==> src/rtl/nes_input_event_gen_pkg.sv <==
// Shared constants for the NES input event generator: event codes, button bit
// positions, repeat FSM states and the pending-mask priority encoder.
package nes_input_pkg;

    localparam logic [2:0] EV_A      = 3'd0;
    localparam logic [2:0] EV_B      = 3'd1;
    localparam logic [2:0] EV_SELECT = 3'd2;
    localparam logic [2:0] EV_START  = 3'd3;
    localparam logic [2:0] EV_UP     = 3'd4;
    localparam logic [2:0] EV_DOWN   = 3'd5;
    localparam logic [2:0] EV_LEFT   = 3'd6;
    localparam logic [2:0] EV_RIGHT  = 3'd7;

    localparam int BTN_A      = 0;
    localparam int BTN_B      = 1;
    localparam int BTN_SELECT = 2;
    localparam int BTN_START  = 3;
    localparam int BTN_UP     = 4;
    localparam int BTN_DOWN   = 5;
    localparam int BTN_LEFT   = 6;
    localparam int BTN_RIGHT  = 7;

    typedef enum logic [1:0] {
        R_IDLE   = 2'd0,
        R_DELAY  = 2'd1,
        R_REPEAT = 2'd2
    } rep_state_e;

    // Lowest set index wins, so A has the highest priority; empty mask gives 0.
    function automatic logic [2:0] lowest_set_idx(input logic [7:0] mask);
        logic [2:0] idx;
        idx = 3'd0;
        for (int i = 7; i >= 0; i--) begin
            if (mask[i]) begin
                idx = 3'(i);
            end else begin
                idx = idx;
            end
        end
        return idx;
    endfunction

endpackage

==> src/rtl/nes_input_event_gen_if.sv <==
// Button/event bus of the NES input event generator. The master side is the
// event generator; the slave side is the controller receiver plus game logic.
interface nes_input_event_gen_if;
    logic [7:0] buttons;
    logic       event_ready;
    logic       overflow_clr;
    logic       event_valid;
    logic [2:0] event_code;
    logic [7:0] pressed;
    logic       overflow;

    modport master (
        input  buttons, event_ready, overflow_clr,
        output event_valid, event_code, pressed, overflow
    );

    modport slave (
        output buttons, event_ready, overflow_clr,
        input  event_valid, event_code, pressed, overflow
    );
endinterface

==> src/rtl/nes_input_event_gen_debounce.sv <==
// Single-bit debounce filter: the level changes only after DEBOUNCE_CYCLES
// consecutive samples disagree with it.
module nes_debounce #(
    parameter int DEBOUNCE_CYCLES = 250000
) (
    input  logic clk,
    input  logic reset,
    input  logic din,
    output logic level
);
    localparam int CW = $clog2(DEBOUNCE_CYCLES + 1);
    localparam logic [CW-1:0] CNT_LAST = CW'(DEBOUNCE_CYCLES - 1);

    logic [CW-1:0] cnt_r;

    // Count disagreeing samples; any agreeing sample restarts the count.
    always_ff @(posedge clk) begin
        if (reset) begin
            level <= 1'b0;
            cnt_r <= '0;
        end else if (din == level) begin
            cnt_r <= '0;
        end else if (cnt_r == CNT_LAST) begin
            level <= din;
            cnt_r <= '0;
        end else begin
            cnt_r <= cnt_r + CW'(1);
        end
    end
endmodule

==> src/rtl/nes_input_event_gen.sv <==
// NES button event generator: debounce, press-edge detect, pending-event mask
// with priority presentation. Define NES_AUTOREPEAT_EN to add d-pad auto-repeat.
module nes_input_event_gen
    import nes_input_pkg::*;
#(
    parameter int DEBOUNCE_CYCLES = 250000,
    parameter int REPEAT_DELAY    = 10000000,
    parameter int REPEAT_PERIOD   = 2500000
) (
    input  logic                  clk,
    input  logic                  reset,
    nes_input_event_gen_if.master bus
);
    logic [7:0] pressed_s;
    logic [7:0] pressed_d_r;
    logic [7:0] pending_r;
    logic       overflow_r;
    logic [3:0] rep_set_s;
    logic [7:0] set_vec_s;
    logic [7:0] clr_vec_s;
    logic       event_valid_s;
    logic [2:0] event_code_s;

    for (genvar i = 0; i < 8; i++) begin : g_db
        nes_debounce #(
            .DEBOUNCE_CYCLES(DEBOUNCE_CYCLES)
        ) u_db (
            .clk  (clk),
            .reset(reset),
            .din  (bus.buttons[i]),
            .level(pressed_s[i])
        );
    end

`ifdef NES_AUTOREPEAT_EN
    localparam int RMAX = (REPEAT_DELAY > REPEAT_PERIOD) ? REPEAT_DELAY : REPEAT_PERIOD;
    localparam int RW   = $clog2(RMAX + 1);
    localparam logic [RW-1:0] DELAY_LAST  = RW'(REPEAT_DELAY - 1);
    localparam logic [RW-1:0] PERIOD_LAST = RW'(REPEAT_PERIOD - 1);

    rep_state_e  state_r;
    logic [RW-1:0] rcnt_r;
    logic [3:0]  dpad_s;
    logic [3:0]  dpad_r;

    assign dpad_s = pressed_s[BTN_RIGHT:BTN_UP];

    // Repeat fires in the same cycle the counter expires on an unchanged d-pad set.
    always_comb begin
        rep_set_s = 4'd0;
        case (state_r)
            R_DELAY: begin
                if (dpad_s != 4'd0 && dpad_s == dpad_r && rcnt_r == DELAY_LAST) begin
                    rep_set_s = dpad_s;
                end else begin
                    rep_set_s = 4'd0;
                end
            end
            R_REPEAT: begin
                if (dpad_s != 4'd0 && dpad_s == dpad_r && rcnt_r == PERIOD_LAST) begin
                    rep_set_s = dpad_s;
                end else begin
                    rep_set_s = 4'd0;
                end
            end
            default: rep_set_s = 4'd0;
        endcase
    end

    // Auto-repeat state machine; dpad_r holds last cycle's d-pad set for change detection.
    always_ff @(posedge clk) begin
        if (reset) begin
            state_r <= R_IDLE;
            rcnt_r  <= '0;
            dpad_r  <= 4'd0;
        end else begin
            dpad_r <= dpad_s;
            case (state_r)
                R_IDLE: begin
                    rcnt_r <= '0;
                    if (dpad_s != 4'd0) begin
                        state_r <= R_DELAY;
                    end else begin
                        state_r <= R_IDLE;
                    end
                end
                R_DELAY: begin
                    if (dpad_s == 4'd0) begin
                        state_r <= R_IDLE;
                        rcnt_r  <= '0;
                    end else if (dpad_s != dpad_r) begin
                        rcnt_r <= '0;
                    end else if (rcnt_r == DELAY_LAST) begin
                        state_r <= R_REPEAT;
                        rcnt_r  <= '0;
                    end else begin
                        rcnt_r <= rcnt_r + RW'(1);
                    end
                end
                R_REPEAT: begin
                    if (dpad_s == 4'd0) begin
                        state_r <= R_IDLE;
                        rcnt_r  <= '0;
                    end else if (dpad_s != dpad_r) begin
                        state_r <= R_DELAY;
                        rcnt_r  <= '0;
                    end else if (rcnt_r == PERIOD_LAST) begin
                        rcnt_r <= '0;
                    end else begin
                        rcnt_r <= rcnt_r + RW'(1);
                    end
                end
                default: begin
                    state_r <= R_IDLE;
                    rcnt_r  <= '0;
                end
            endcase
        end
    end
`else
    logic unused_cfg_s;
    assign unused_cfg_s = ^{REPEAT_DELAY, REPEAT_PERIOD};
    assign rep_set_s    = 4'd0;
`endif

    assign set_vec_s     = (pressed_s & ~pressed_d_r) | {rep_set_s, 4'd0};
    assign event_valid_s = |pending_r;
    assign event_code_s  = lowest_set_idx(pending_r);

    // Only the presented event can be retired, and only on a handshake.
    always_comb begin
        clr_vec_s = 8'd0;
        if (event_valid_s && bus.event_ready) begin
            clr_vec_s = 8'd1 << event_code_s;
        end else begin
            clr_vec_s = 8'd0;
        end
    end

    // Pending mask, edge-detect history and sticky overflow; a new set beats a clear.
    always_ff @(posedge clk) begin
        if (reset) begin
            pressed_d_r <= 8'd0;
            pending_r   <= 8'd0;
            overflow_r  <= 1'b0;
        end else begin
            pressed_d_r <= pressed_s;
            pending_r   <= (pending_r & ~clr_vec_s) | set_vec_s;
            if (|(set_vec_s & pending_r & ~clr_vec_s)) begin
                overflow_r <= 1'b1;
            end else if (bus.overflow_clr) begin
                overflow_r <= 1'b0;
            end else begin
                overflow_r <= overflow_r;
            end
        end
    end

    assign bus.pressed     = pressed_s;
    assign bus.event_valid = event_valid_s;
    assign bus.event_code  = event_code_s;
    assign bus.overflow    = overflow_r;
endmodule

==> src/flat_wrapper.sv <==
// flat-port wrapper written by rule: the top's interface ports become plain ports
module nes_input_event_gen_flat import nes_input_pkg::*;
#(
    parameter int DEBOUNCE_CYCLES = 250000,
    parameter int REPEAT_DELAY    = 10000000,
    parameter int REPEAT_PERIOD   = 2500000
)
  (clk, reset, bus_buttons, bus_event_ready, bus_overflow_clr, bus_event_valid, bus_event_code, bus_pressed, bus_overflow);
  nes_input_event_gen_if bus_i ();
  input  logic clk;
  input  logic reset;
  input wire logic [$bits(bus_i.buttons)-1:0] bus_buttons;
  input wire logic [$bits(bus_i.event_ready)-1:0] bus_event_ready;
  input wire logic [$bits(bus_i.overflow_clr)-1:0] bus_overflow_clr;
  output wire logic [$bits(bus_i.event_valid)-1:0] bus_event_valid;
  output wire logic [$bits(bus_i.event_code)-1:0] bus_event_code;
  output wire logic [$bits(bus_i.pressed)-1:0] bus_pressed;
  output wire logic [$bits(bus_i.overflow)-1:0] bus_overflow;
  assign bus_i.buttons = bus_buttons;
  assign bus_i.event_ready = bus_event_ready;
  assign bus_i.overflow_clr = bus_overflow_clr;
  assign bus_event_valid = bus_i.event_valid;
  assign bus_event_code = bus_i.event_code;
  assign bus_pressed = bus_i.pressed;
  assign bus_overflow = bus_i.overflow;
  nes_input_event_gen #(.DEBOUNCE_CYCLES(DEBOUNCE_CYCLES), .REPEAT_DELAY(REPEAT_DELAY), .REPEAT_PERIOD(REPEAT_PERIOD)) u_core (.clk(clk), .reset(reset), .bus(bus_i));
endmodule
==> config.mk <==
export PLATFORM = sky130hd
export DESIGN_NAME = nes_input_event_gen_flat
export DESIGN_NICKNAME = d
export VERILOG_FILES = /design/src/rtl/nes_input_event_gen_pkg.sv /design/src/rtl/nes_input_event_gen_if.sv /design/src/rtl/nes_input_event_gen_debounce.sv /design/src/rtl/nes_input_event_gen.sv /design/src/flat_wrapper.sv
export SDC_FILE = /design/constraint.sdc
export NUM_CORES = 1
export LEC_CHECK = 0
export CAP_MARGIN = 20
export CORE_UTILIZATION = 61
export DETAILED_ROUTE_END_ITERATION = 10
export PLACE_DENSITY = 0.86
export SLEW_MARGIN = 10
export SYNTH_ARGS = -nofsm -noshare
export SYNTH_HDL_FRONTEND = slang
export SYNTH_HIERARCHICAL = 1
export SYNTH_SLANG_ARGS = --single-unit
export TNS_END_PERCENT = 20
==> constraint.sdc <==
create_clock -name clk -period 2.9 [get_ports clk]
set_clock_uncertainty 0.2 [all_clocks]
set_input_delay 0.725 -clock clk [delete_from_list [all_inputs] [get_ports clk]]
set_output_delay 0.725 -clock clk [all_outputs]
set_load 0.005 [all_outputs]
==> Word level (Yosys, flattened, before mapping) <==
Index checks and enable logic that the tools add are counted.
{ "totals": {"latchBits": 0, "input_bits": 12, "romBits": 0, "ff_bits": 169, "ramBits": 0, "n_memories": 0, "wordCells": 90} }
{ "op_classes": {"addsub": 8, "n_shift": 1, "reduce_logical": 20, "n_eq_ne": 16, "muxes": 11, "div": 0, "magnitude_cmp": 0, "multipliers": 0, "n_bitwise": 15} }
{ "op_table": {"columns": ["operator", "n"], "rows": [
  ["18-bit by 1-bit adder with 18-bit output (second input constant)", 8],
  ["18-bit equality test (second input constant)", 8],
  ["8-bit AND", 4],
  ["3-bit 2-to-1 mux", 8],
  ["3-bit OR reduction", 8],
  ["8-bit NOT", 2],
  ["2-bit AND reduction", 8],
  ["8-bit OR reduction", 2],
  ["1-bit equality test", 8],
  ["8-bit 2-to-1 mux", 1],
  ["1-bit NOT", 8],
  ["8-bit OR", 1],
  ["1-bit by 3-bit << shifter with 8-bit output (first input constant)", 1],
  ["1-bit 2-to-1 mux", 2],
  ["2-bit nonzero test", 1],
  ["1-bit logical AND", 1]
]} }

==> Logic depth before layout (Yosys ltp) <==
{ "depth": {"word_depth": 14, "depth_mapped": 6, "depth_no_buf": 5} }

==> Hierarchy <==
Netlist, hierarchy kept.
{ "by_module_without_submodules": {"columns": ["module", "cells_each", "n_inst", "seq_area_each_um2", "area_per_inst_um2"], "rows": [
  ["nes_debounce", 100, 8, 380.4, 862.1],
  ["nes_input_event_gen", 83, 1, 340.3, 743.2]
]} }

==> Worst setup path after synthesis <==
OpenSTA, ideal clock, no wires.
{ "synth_path": {"path_kind": "reg2reg", "startpoint": "register u_core.g_db[0].u_db.cnt_r[0]", "endpoint": "register u_core.g_db[0].u_db.cnt_r[14]", "path_slack_ns": 0.894, "n_path_buf": 0, "stages_incl_launch_ff": 6, "t_arrival_ns": 1.736, "synth_period_minus_slack_ns": 2.006, "path_cell_list": "dfxtp_1 > ha_1 > nand3_1 > or3_1 > or4_2 > a21oi_1"} }
{ "synth_via": {"elab_chain_len": 2, "word_cells_on_any_way": 3, "classes_between": "1 x add/sub; 1 x eq/ne; 1 x reduce/logical"} }
{ "synth_rtl": {"columns": ["item", "line_no", "source"], "rows": [
  ["start, declared", "nes_input_event_gen_debounce.sv:14", "logic [CW-1:0] cnt_r;"],
  ["start signal, assigned", "nes_input_event_gen_debounce.sv:27", "cnt_r <= cnt_r + CW'(1);"],
  ["parallel branches: the longest is 2 deep, another holds 18-bit by 1-bit adder with 18-bit output", null, null]
]} }
Parallel ways; which one is timed is not known.
A chain may end at the register's enable or synchronous reset.

==> Final worst setup path <==
{ "layout_path": {"startpoint": "register u_core.pending_r[2]", "endpoint": "output bus_event_code[2]"} }
{ "layout_via": {"elab_chain_len": 3} }
{ "layout_rtl": {"columns": ["item", "line_no", "source"], "rows": [
  ["start, declared", "nes_input_event_gen.sv:16", "logic [7:0] pending_r;"],
  ["start signal, assigned", "nes_input_event_gen.sv:148", "pending_r <= (pending_r & ~clr_vec_s) | set_vec_s;"],
  ["3-bit 2-to-1 mux (3 in a row)", "nes_input_event_gen_pkg.sv:34", "if (mask[i]) begin"],
  ["end, declared", "flat_wrapper.sv:16", "output wire logic [$bits(bus_i.event_code)-1:0] bus_event_code;"]
]} }
No other way between the ends.

==> flow_metrics.env <==
export IMPL_maxCapViolations=0
export IMPL_worst_skew_pair_late_latency_ns=0.42
export IMPL_setup_worst_path_class="reg -> out"
export IMPL_cp_data_arrival_time_ns=1.86
export IMPL_die_height_um=114
export IMPL_antenna_found_initial=0
export IMPL_dp_slack_ns=0.416
export IMPL_critPathMaxFanout=7
export IMPL_timing_critical_path_required_ns=1.98
export IMPL_antenna_cells=0
export IMPL_timing_hold_worst_class="reg -> reg"
export IMPL_fill_cells=897
export IMPL_cellPowerDensity_nw_per_um2=568
export IMPL_portBuffers=24
export IMPL_setup_viol=0
export IMPL_maximum_count_of_clock_buffers_along_a_single_path=2
export IMPL_first_pass_detailed_route_iteration_total=4
export IMPL_total_power_mw=4.99
export IMPL_totalWireLength_um=14500
export IMPL_via_count_of_the_first_global_routing_pass=5563
export IMPL_dieArea_um2=13000
export IMPL_grt_util_all_layers_pct=23.7
export IMPL_share_of_the_yosys_chip_area_belonging_to_registers_pct=44.3
export IMPL_vdd_ir_drop_max_uv=592
export IMPL_fmax_ghz=0.360
export IMPL_netlist_area_before_placement_um2=7640
export IMPL_worstRegToRegCells=5
export IMPL_p_int_mw=4.02
export IMPL_grt_start_max_net_pins=42
export IMPL_floorplan_io_pins=25
export IMPL_first_pass_grt_wire_length_um=24900
export IMPL_switching_share_pct=19.4
export IMPL_grt_overflow_total=0
export IMPL_flow_area_growth_from_synthesis_pct=14.9
export IMPL_timing_critical_path_from_type="flip-flop"
export IMPL_post_drt_wl_per_cell_um=13.1
export IMPL_place_gp_congestion=0.816
export IMPL_layout_core_utilization_pct=72.5
export IMPL_netSwitchingPower_uw=968
export IMPL_placement_rows=40
export IMPL_setup_ws_ns=0.119
export IMPL_finalMaxSlewViolations=0
export IMPL_ys_warn_count=6
export IMPL_remaining_drc_errors=0
export IMPL_post_dp_hpwl_um=9380
export IMPL_finalCriticalPeriod_ns=2.78
export IMPL_fp_coreArea_um2=12100
export IMPL_endpoint_kind="output pin"
export IMPL_clock_tree_htree_level_count=4
export IMPL_tritoncts_sinks=169
export IMPL_synth_nets=903
export IMPL_leakage_nw=2.53
export IMPL_ys_ff_latch=169
export IMPL_cts_tree="done"
export IMPL_result_of_the_run="complete, no violations"
export IMPL_cts_made_buffers=17
export IMPL_synthesis_instances=883
export IMPL_power_sequential_fraction_pct=47.0
export IMPL_yosysUniqueCellTypes=39
export IMPL_final_hold_viol_count=0
export IMPL_power_frac_comb_pct=1.9
export IMPL_synth_edf_count=0
export IMPL_chipWidth_um=114
export IMPL_async_flop_share_pct=0
export IMPL_layout_drive_gt1_share_pct=9.54
export IMPL_timing_worst_slew_pin_value_ns=0.742
export IMPL_min_path_cells=1
export IMPL_tns_ns=0
export IMPL_final_net_count=940
export IMPL_vias=6194
export IMPL_ys_dominant_reg_cell="dfxtp_1"
export IMPL_clk_pin_slew_ns=0.06
export IMPL_avgSynthCellArea_um2=8.65
export IMPL_start_util_pct=63.1
export IMPL_rsz0062_at_grt="false"
export IMPL_detailedRoute_firstIterationViolations=431
export IMPL_clock_power_share_pct=51.1
export IMPL_post_drt_via_cell_ratio=5.63
export IMPL_timing_max_slew_rel_slack_pct=50.5
export IMPL_ant_nets_after_route=0
export IMPL_cts_root_buffer="clkbuf_16"
export IMPL_min_period_over_period_pct=95.9
-- synth_stat cells, types with 25 or more instances --
cell     count  area [um2]
dfxtp_1    169        3380
nor3_1      36         180
o21ai_0     25         125
a21oi_1     49         245
nor2_1     134         503
nor4_1      33         206
nand2_1     58         218
xnor2_1     96         841
inv_1       35         131
nand3_1     51         255
-- layout make-up --
class | instances | area, um2 | area share (%)
clock inverter | 9 | 184 | 2.09
tap | 168 | 210 | 2.39
sequential | 169 | 3390 | 38.6
clock buffer | 23 | 498 | 5.67
inverter | 35 | 131 | 1.50
multi-input combinational | 669 | 4090 | 46.6
timing repair buffer | 28 | 283 | 3.22
-- metrics by stage --
step / hold WS, ns / cells / cell area (um2)
final: 0.259 / 1101 / 8780
after global routing: 0.279 / 1101 / 8780
after CTS: 0.263 / 1100 / 8770
after detailed placement: 0.249 / 1067 / 8080
after global placement: 0.241 / 1067 / 8080
after floorplan: 0.230 / 883 / 7640
-- cell families after synthesis --
| family | count (synthesis) | synth area share, % |
|---|---|---|
| simple gates | 448 | 31.8 |
| fa+ha+maj | 8 | 1.31 |
| xor+xnor | 104 | 11.9 |
| buf+inv | 45 | 2.21 |
| compound gates | 109 | 8.52 |
| flops | 169 | 44.3 |
-- timing repair --
action	in CTS	in global routing
endpoints found under the setup margin	1	2
setup buffers	1	1
resized for setup	0	2
pin swaps	1	1
hold buffers	0	0
-- power by group through the flow --
| stage | logic (mW) | registers, mW | clock network, mW |
|---|---|---|---|
| floorplan | 0.0563 | 2.39 | 0 |
| global placement | 0.0947 | 2.39 | 0 |
| detailed placement | 0.0956 | 2.39 | 0 |
| CTS | 0.0976 | 2.34 | 2.58 |
| global route | 0.108 | 2.34 | 2.69 |
| finish | 0.0969 | 2.34 | 2.55 |
-- placed cells by master, fill, tap and decap left out, drive strengths merged, types with 2 or more instances in the layout --
cell type / n
dfxtp: 169
nor2: 134
xnor2: 96
nand3: 59
nand2: 58
a21oi: 49
nor3: 36
inv: 36
o21ai: 35
nor4: 34
or3: 32
clkdlybuf4s50: 24
or4: 24
clkbuf: 23
o31ai: 17
nor4b: 16
nand4: 16
nor2b: 13
nor4bb: 8
and3: 8
xor2: 8
ha: 8
nand2b: 7
bufinv: 5
buf: 4
a31oi: 3
clkinv: 2
-- per-layer routing --
layer	share of wire (%)	vias to the layer above	wire [um]	track usage [%]
met1	48	2893	6930	30.2
met3	3.8	9	550	5.95
met5	0	-	0	0
met4	0.86	0	125	8.05
met2	47	94	6860	39.1
li1	-	3198	-	-
-- final timing paths --
path                                startpoint                            end  slack [ns]
setup reg to reg  u_core/g_db[3].u_db/cnt_r[0]  u_core/g_db[3].u_db/cnt_r[14]        0.70
hold reg to reg   u_core/g_db[5].u_db/cnt_r[0]   u_core/g_db[5].u_db/cnt_r[0]        0.26
setup / recovery           u_core/pending_r[2]              bus_event_code[2]        0.12
hold / removal    u_core/g_db[5].u_db/cnt_r[0]   u_core/g_db[5].u_db/cnt_r[0]        0.26
-- state kept, by name, summed over array words and instances, names as in the netlist --
| signal | flops |
|---|---|
| u_core/g_db.u_db/cnt_r | 144 |
| u_core/pending_r | 8 |
| u_core/pressed_d_r | 8 |
| u_core/bus.overflow | 1 |
| u_core/g_db.u_db/level | 8 |
-- critical path, stage by stage (launching register included) --
cell	delay [ns]
dfxtp_2	0.36
nor4_4	0.27
buf_4	0.18
nor2b_1	0.12
clkdlybuf4s50_1	0.50
(Power assumes the default switching activity.)
